`src/rtl/nonce_selector.sv`:
```
// Scans NUM_NONCES per-nonce hash words from a synchronous-read memory and
// reports the smallest hash below target, its nonce and the number of passes.
module nonce_selector #(
    parameter int NUM_NONCES = 16
) (
    input  logic        clk,
    input  logic        reset,
    input  logic        start,
    input  logic [15:0] hash_addr,
    input  logic [31:0] target,
    output logic        done,
    output logic        mem_clk,
    output logic        mem_we,
    output logic [15:0] mem_addr,
    input  logic [31:0] mem_read_data,
    output logic        found,
    output logic [7:0]  best_nonce,
    output logic [31:0] best_hash,
    output logic [7:0]  match_count
);

    localparam logic [7:0] LP_NUM = 8'(NUM_NONCES);

    typedef enum logic [1:0] {
        ST_IDLE,
        ST_PRIME,
        ST_SCAN,
        ST_REPORT
    } state_t;

    state_t      r_state;
    logic [15:0] r_base;
    logic [31:0] r_target;
    logic [7:0]  r_idx;
    logic [15:0] r_mem_addr;
    logic [7:0]  r_work_count;
    logic [7:0]  r_work_nonce;
    logic [31:0] r_work_hash;
    logic        r_found;
    logic [7:0]  r_best_nonce;
    logic [31:0] r_best_hash;
    logic [7:0]  r_match_count;

    logic [7:0]  w_next_idx;
    logic [7:0]  w_cur_nonce;
    logic        w_pass;
    logic        w_better;

    assign w_next_idx  = r_idx + 8'd1;
    assign w_cur_nonce = r_idx - 8'd1;
    assign w_pass      = (mem_read_data < r_target);
    // Strictly-less keeps the earlier (lower) nonce on equal hashes.
    assign w_better    = w_pass && (mem_read_data < r_work_hash);

    // mem_addr is registered one state ahead so the word for nonce idx-1
    // arrives exactly in the SCAN cycle that evaluates it.
    always_ff @(posedge clk) begin
        if (reset) begin
            r_state       <= ST_IDLE;
            r_base        <= 16'd0;
            r_target      <= 32'd0;
            r_idx         <= 8'd0;
            r_mem_addr    <= 16'd0;
            r_work_count  <= 8'd0;
            r_work_nonce  <= 8'd0;
            r_work_hash   <= 32'hFFFF_FFFF;
            r_found       <= 1'b0;
            r_best_nonce  <= 8'd0;
            r_best_hash   <= 32'hFFFF_FFFF;
            r_match_count <= 8'd0;
        end else begin
            case (r_state)
                ST_IDLE: begin
                    if (start) begin
                        r_base       <= hash_addr;
                        r_target     <= target;
                        r_idx        <= 8'd0;
                        r_work_count <= 8'd0;
                        r_work_nonce <= 8'd0;
                        r_work_hash  <= 32'hFFFF_FFFF;
                        r_mem_addr   <= hash_addr;
                        r_state      <= ST_PRIME;
                    end
                end
                ST_PRIME: begin
                    r_idx      <= 8'd1;
                    r_mem_addr <= (8'd1 < LP_NUM) ? (r_base + 16'd1) : 16'd0;
                    r_state    <= ST_SCAN;
                end
                ST_SCAN: begin
                    if (w_pass) begin
                        r_work_count <= r_work_count + 8'd1;
                    end
                    if (w_better) begin
                        r_work_hash  <= mem_read_data;
                        r_work_nonce <= w_cur_nonce;
                    end
                    if (r_idx < LP_NUM) begin
                        r_idx      <= w_next_idx;
                        r_mem_addr <= (w_next_idx < LP_NUM) ? (r_base + {8'd0, w_next_idx}) : 16'd0;
                    end else begin
                        r_mem_addr <= 16'd0;
                        r_state    <= ST_REPORT;
                    end
                end
                ST_REPORT: begin
                    r_found       <= (r_work_count != 8'd0);
                    r_best_nonce  <= r_work_nonce;
                    r_best_hash   <= r_work_hash;
                    r_match_count <= r_work_count;
                    r_idx         <= 8'd0;
                    r_mem_addr    <= 16'd0;
                    r_state       <= ST_IDLE;
                end
                default: begin
                    r_state <= ST_IDLE;
                end
            endcase
        end
    end

    assign done        = (r_state == ST_IDLE);
    assign mem_clk     = clk;
    assign mem_we      = 1'b0;
    assign mem_addr    = r_mem_addr;
    assign found       = r_found;
    assign best_nonce  = r_best_nonce;
    assign best_hash   = r_best_hash;
    assign match_count = r_match_count;

endmodule

```
`config.mk`:
```
export PLATFORM = sky130hd
export DESIGN_NAME = nonce_selector
export DESIGN_NICKNAME = d
export VERILOG_FILES = /design/src/rtl/nonce_selector.sv
export SDC_FILE = /design/constraint.sdc
export NUM_CORES = 1
export LEC_CHECK = 0
export BUFFER_PORTS_ARGS = -buffer_cell sky130_fd_sc_hd__buf_2
export CORE_MARGIN = 2
export CORE_UTILIZATION = 40
export CTS_CLUSTER_DIAMETER = 200
export DETAILED_ROUTE_END_ITERATION = 12
export PLACE_DENSITY = 0.68
export SYNTH_ARGS = -nofsm -noshare
export SYNTH_HDL_FRONTEND = slang
export SYNTH_SLANG_ARGS = --single-unit
```
`constraint.sdc`:
```
create_clock -name clk -period 6.2 [get_ports clk]
set_input_delay 0.31 -clock clk [delete_from_list [all_inputs] [get_ports clk]]
set_output_delay 0.31 -clock clk [all_outputs]
set_load 0.03 [all_outputs]
```
* After elaboration in Yosys (flattened, before gate mapping)
Cells that the tools add are included.
** Cells by class
- Add/subtract/negate cells :: 5
- $lt $le $gt $ge :: 4
- Equality and inequality tests :: 8
- Mux-type cells :: 17
- Reductions and logical operators :: 9
** Operator list (count)
- $lt A32 B32 Y1 :: 2
- $mux W32 :: 2
- $pmux W16 S4 :: 1
- $pmux W32 S2 :: 1
- $mux W16 :: 3
- $mux W8 :: 4
- $pmux W8 S2 :: 2
- $pmux W8 S4 :: 1
- $add A16 B1 Y16 const B :: 1
- $add A16 B8 Y16 :: 1
- $add A8 B1 Y8 const B :: 2
- $lt A8 B5 Y1 const B :: 2
- $ne A2 B2 Y1 const B :: 5
- $pmux W2 S4 :: 1
- $reduce_bool A8 Y1 :: 1
- $sub A8 B1 Y8 const B :: 1
- $reduce_and A2 Y1 :: 3
- $reduce_and A3 Y1 :: 2
- $eq A2 B2 Y1 const B :: 2
- $mux W2 :: 2
- $eq A2 B1 Y1 const B :: 1
- $logic_not A2 Y1 :: 1
- $reduce_bool A2 Y1 :: 1
- $logic_and A1 B1 Y1 :: 1
** Storage, ports and cells
- Flip-flop bits (word level) :: 171
- Bits of input ports :: 83
- Output and inout bits :: 68
- Logic and storage cells :: 55

* Depth between registers and ports, before layout
- Word-level depth :: 5
- Depth in mapped cells :: 13
- Gate-level depth less buffers :: 11

==> metrics.txt <==
CP startpoint clk; commonest non-fill, non-tap cell in the layout dfxtp_1; I/O Buffers 149; VDD IR-drop max 0.220 mV; Worst setup EP type output port; Finish-stage setup viols 0; hold_sp target[3]; storage element area roughly 0.0034 mm^2; hpwl dp 15100 um; mux contribution to synthesized area 3.89%; sequence of cells on the critical path clkbuf_16 > clkbuf_16 > buf_2; WS Path Type clk -> out; final hold violations 0; CP max-delay cell buf_2; largest family of logic cells by synthesized area compound AO/OA/AOI/OAI gates; Worst Path Buf+Inv 3; Pint ~2.4 mW; crit-path most repeated cell clkbuf_16; Reg2Reg Launch Point r_state[0]$_SDFFE_PP0P_; drt pass-1 iters 5; final net count between 1000 and 1500; Leak 4.63 nW; synth top area cells dfxtp_1 (38%), ha_1 (11%), nand2_1 (5.7%); Hold/Removal Path Class in -> reg; share of cells above drive strength 1 17.2%; WL met1 10500 um; MaxCap Viol Count 0; Slew @ Worst Pin 1.06 ns; NetSw 1.39 mW; total core area 0.0220 mm^2; Post-synth EDFFs 0; Data required, critical path 5.89 ns; Main synth FF type dfxtp_1; status finished clean; xor and xnor fraction of the mapped netlist area 2.81%; Met2 Routed Length 10200 um; synthesized cell area 0.00903 mm^2; Layout Cells excl Fill 1460; Synth Area in Adders 11.6%; Placer Congestion roughly 0.86; RSZ-0062 raised after global routing no; # fillers 2121; num rows 54; pin count of the biggest net entering global routing 97; CP arrival 3.51 ns; post-synth top area share 37.9%; Clock Latency Late Sink about 0.54 ns; drt wl/cell 15.0 um; routed wl met3 937 um; Ports roughly 150; crit start category clock port; post-route antenna net violation count 0; Combinational Power Share between 30 and 40%; floorplan die height 154 um; vias 7581; highest metal used met4; post-synthesis instance total 1037; clock slew at reported path FFs 0.06 ns; final WL about 22000 um; sequential share of power 35.4%; Synth cell types 68; largest area contributor in the netlist dfxtp_1; FFs w/ async S/R, synth 0%; Worst Hold End r_target[3]$_SDFFE_PP0P_; worst reg2reg path depth 7; Synth Area in Simple Gates between 15 and 20%; most frequent cells in the layout dfxtp_1 (171), buf_2 (148), nand2_1 (137); PD cells 358 mW/mm^2; Pins Over Slew Limit 0; Synth Warn # 0; Inst Count DP around 1400; Hold Path Depth 3; area occupied by multi-input gates 0.00498 mm^2; # DRC 0; initial antenna violation count 0; Initial DRC Count 414; proportion of synthesized chip area in sequential cells 37.9%; slew margin rel. 29.5%; Net Sw Frac between 30% and 40%; Area Growth Syn to Fin 18.7%; clock power share 31.6%; R2R Setup Slk ~2.5 ns; Mapped Avg Cell Area 8.71 um^2; max incr delay on CP around 0.16 ns; Worst Path Max Fanout 2; Critical R2R Capture r_work_hash[30]$_SDFFE_PP1P_; clk_skew 0.00804 ns; Starting Density 41.1%; Ant. Diodes 0; drt via density a little over 5; setup TNS 0 ns; Die ar. 0.0238 mm^2; CTS tree yes; GRT Overall Usage 18.8%; Post-CTS Setup Inserts 0; crit-path leading delay family buffers and inverters; Tot Pwr 3.83 mW; vias in the first global route 7325; post-synthesis compound-gate area fraction 20.0%; chip width 154 um; register bit total from synthesis 171; Net Count, Synth 1203; first-pass GRT wire length 36300 um; gr ovfl total 0
## repair_timing
item,CTS,global route
hold endpoints to repair,21,0
hold buffers,21,0
gates resized for setup,0,0
## synthesized netlist by cell type (all sizes together), types with 3 or more instances
cell     number
a211o        32
clkbuf       35
ha           82
xnor2        20
o22a         32
buf          27
nand3        20
nand4b        3
o21ai        26
a211oi       13
a221oi       11
o22ai         9
nor2         56
mux2i        34
a21o          4
a311oi        5
inv          85
dfxtp       171
xor2          9
nor2b        34
nand2b        5
and4          3
and3         10
nand4        11
nand2       138
o211ai        4
nor4          3
nor3         10
a2111oi       6
o21a          3
a21oi        99
and2          6
a31oi         3
a21boi        3
## through the flow
step | util (%) | hold WS, ns | setup WS, ns | cell area [um^2]
2_1_floorplan | - | 0.429 | 2.65 | 9030
3_3_place_gp | 44.8 | 0.444 | 2.57 | 9830
3_5_place_dp | 44.8 | 0.447 | 2.42 | 9830
4_1_cts | 48.8 | 0.00115 | 2.38 | 10700
5_1_grt | 48.8 | 0.00311 | 2.09 | 10700
6_report | 48.8 | 0.0147 | 2.38 | 10700
## per-layer routing
layer	vias to the layer above	GRT usage, %
met5	-	0
met4	0	5.61
met3	22	4.79
met2	146	31.2
met1	3533	24.2
li1	3880	-
## registers in the layout, indices dropped and copies added, names as in the netlist
signal,flops
r_work_nonce,8
r_work_hash,32
r_base,16
best_hash,32
r_target,32
best_nonce,8
mem_addr,16
r_work_count,8
r_idx,8
r_state,2
match_count,8
found,1
## how the worst max path moves through the flow
stage                                              end  cells after the start
after floorplan                                mem_clk                      1
after global placement    r_work_nonce[1]$_SDFFE_PP0P_                      7
after detailed placement  r_work_nonce[1]$_SDFFE_PP0P_                      7
after CTS                                      mem_clk                      3
after global routing      r_work_nonce[4]$_SDFFE_PP0P_                      7
final                                          mem_clk                      3
## layout make-up
| type | instances | share of cell area, % |
|---|---|---|
| Timing Repair Buffer | 171 | 9.04 |
| Tap cell | 280 | 3.27 |
| Sequential cell | 171 | 32.0 |
| Clock buffer | 28 | 5.24 |
| Clock inverter | 6 | 1.04 |
| Multi-Input combinational cell | 719 | 46.5 |
| Inverter | 85 | 2.98 |
## power by group through the flow
| stage | clock network [mW] | registers [mW] | logic [mW] |
|---|---|---|---|
| CTS | 1.24 | 1.36 | 1.28 |
| detailed placement | 0.0203 | 1.38 | 1.26 |
| global route | 1.28 | 1.38 | 1.41 |
| finish | 1.21 | 1.36 | 1.27 |
| floorplan | 0.0242 | 1.52 | 0.798 |
| global placement | 0.0203 | 1.37 | 1.24 |
## worst reg2reg max path: cells and delay by family (launching register included)
family                   cells  cell delay (ns)
AO/OA/AOI/OAI                2             0.98
buffers and inverters        1             0.10
AND/OR/NAND/NOR              3             1.52
adder cells (fa/ha/maj)      1             0.73
flip-flops                   1             0.36
## cells by family after synthesis
kind of cell / count (synthesis)
DFF: 171
buffers and inverters: 147
adders and majority gates: 83
AOI/OAI and AO/OA: 261
other: 1
and+or+nand+nor: 310
xor gates and xnor gates: 29
muxes: 35
No activity file was read; power rests on OpenSTA's default activity.
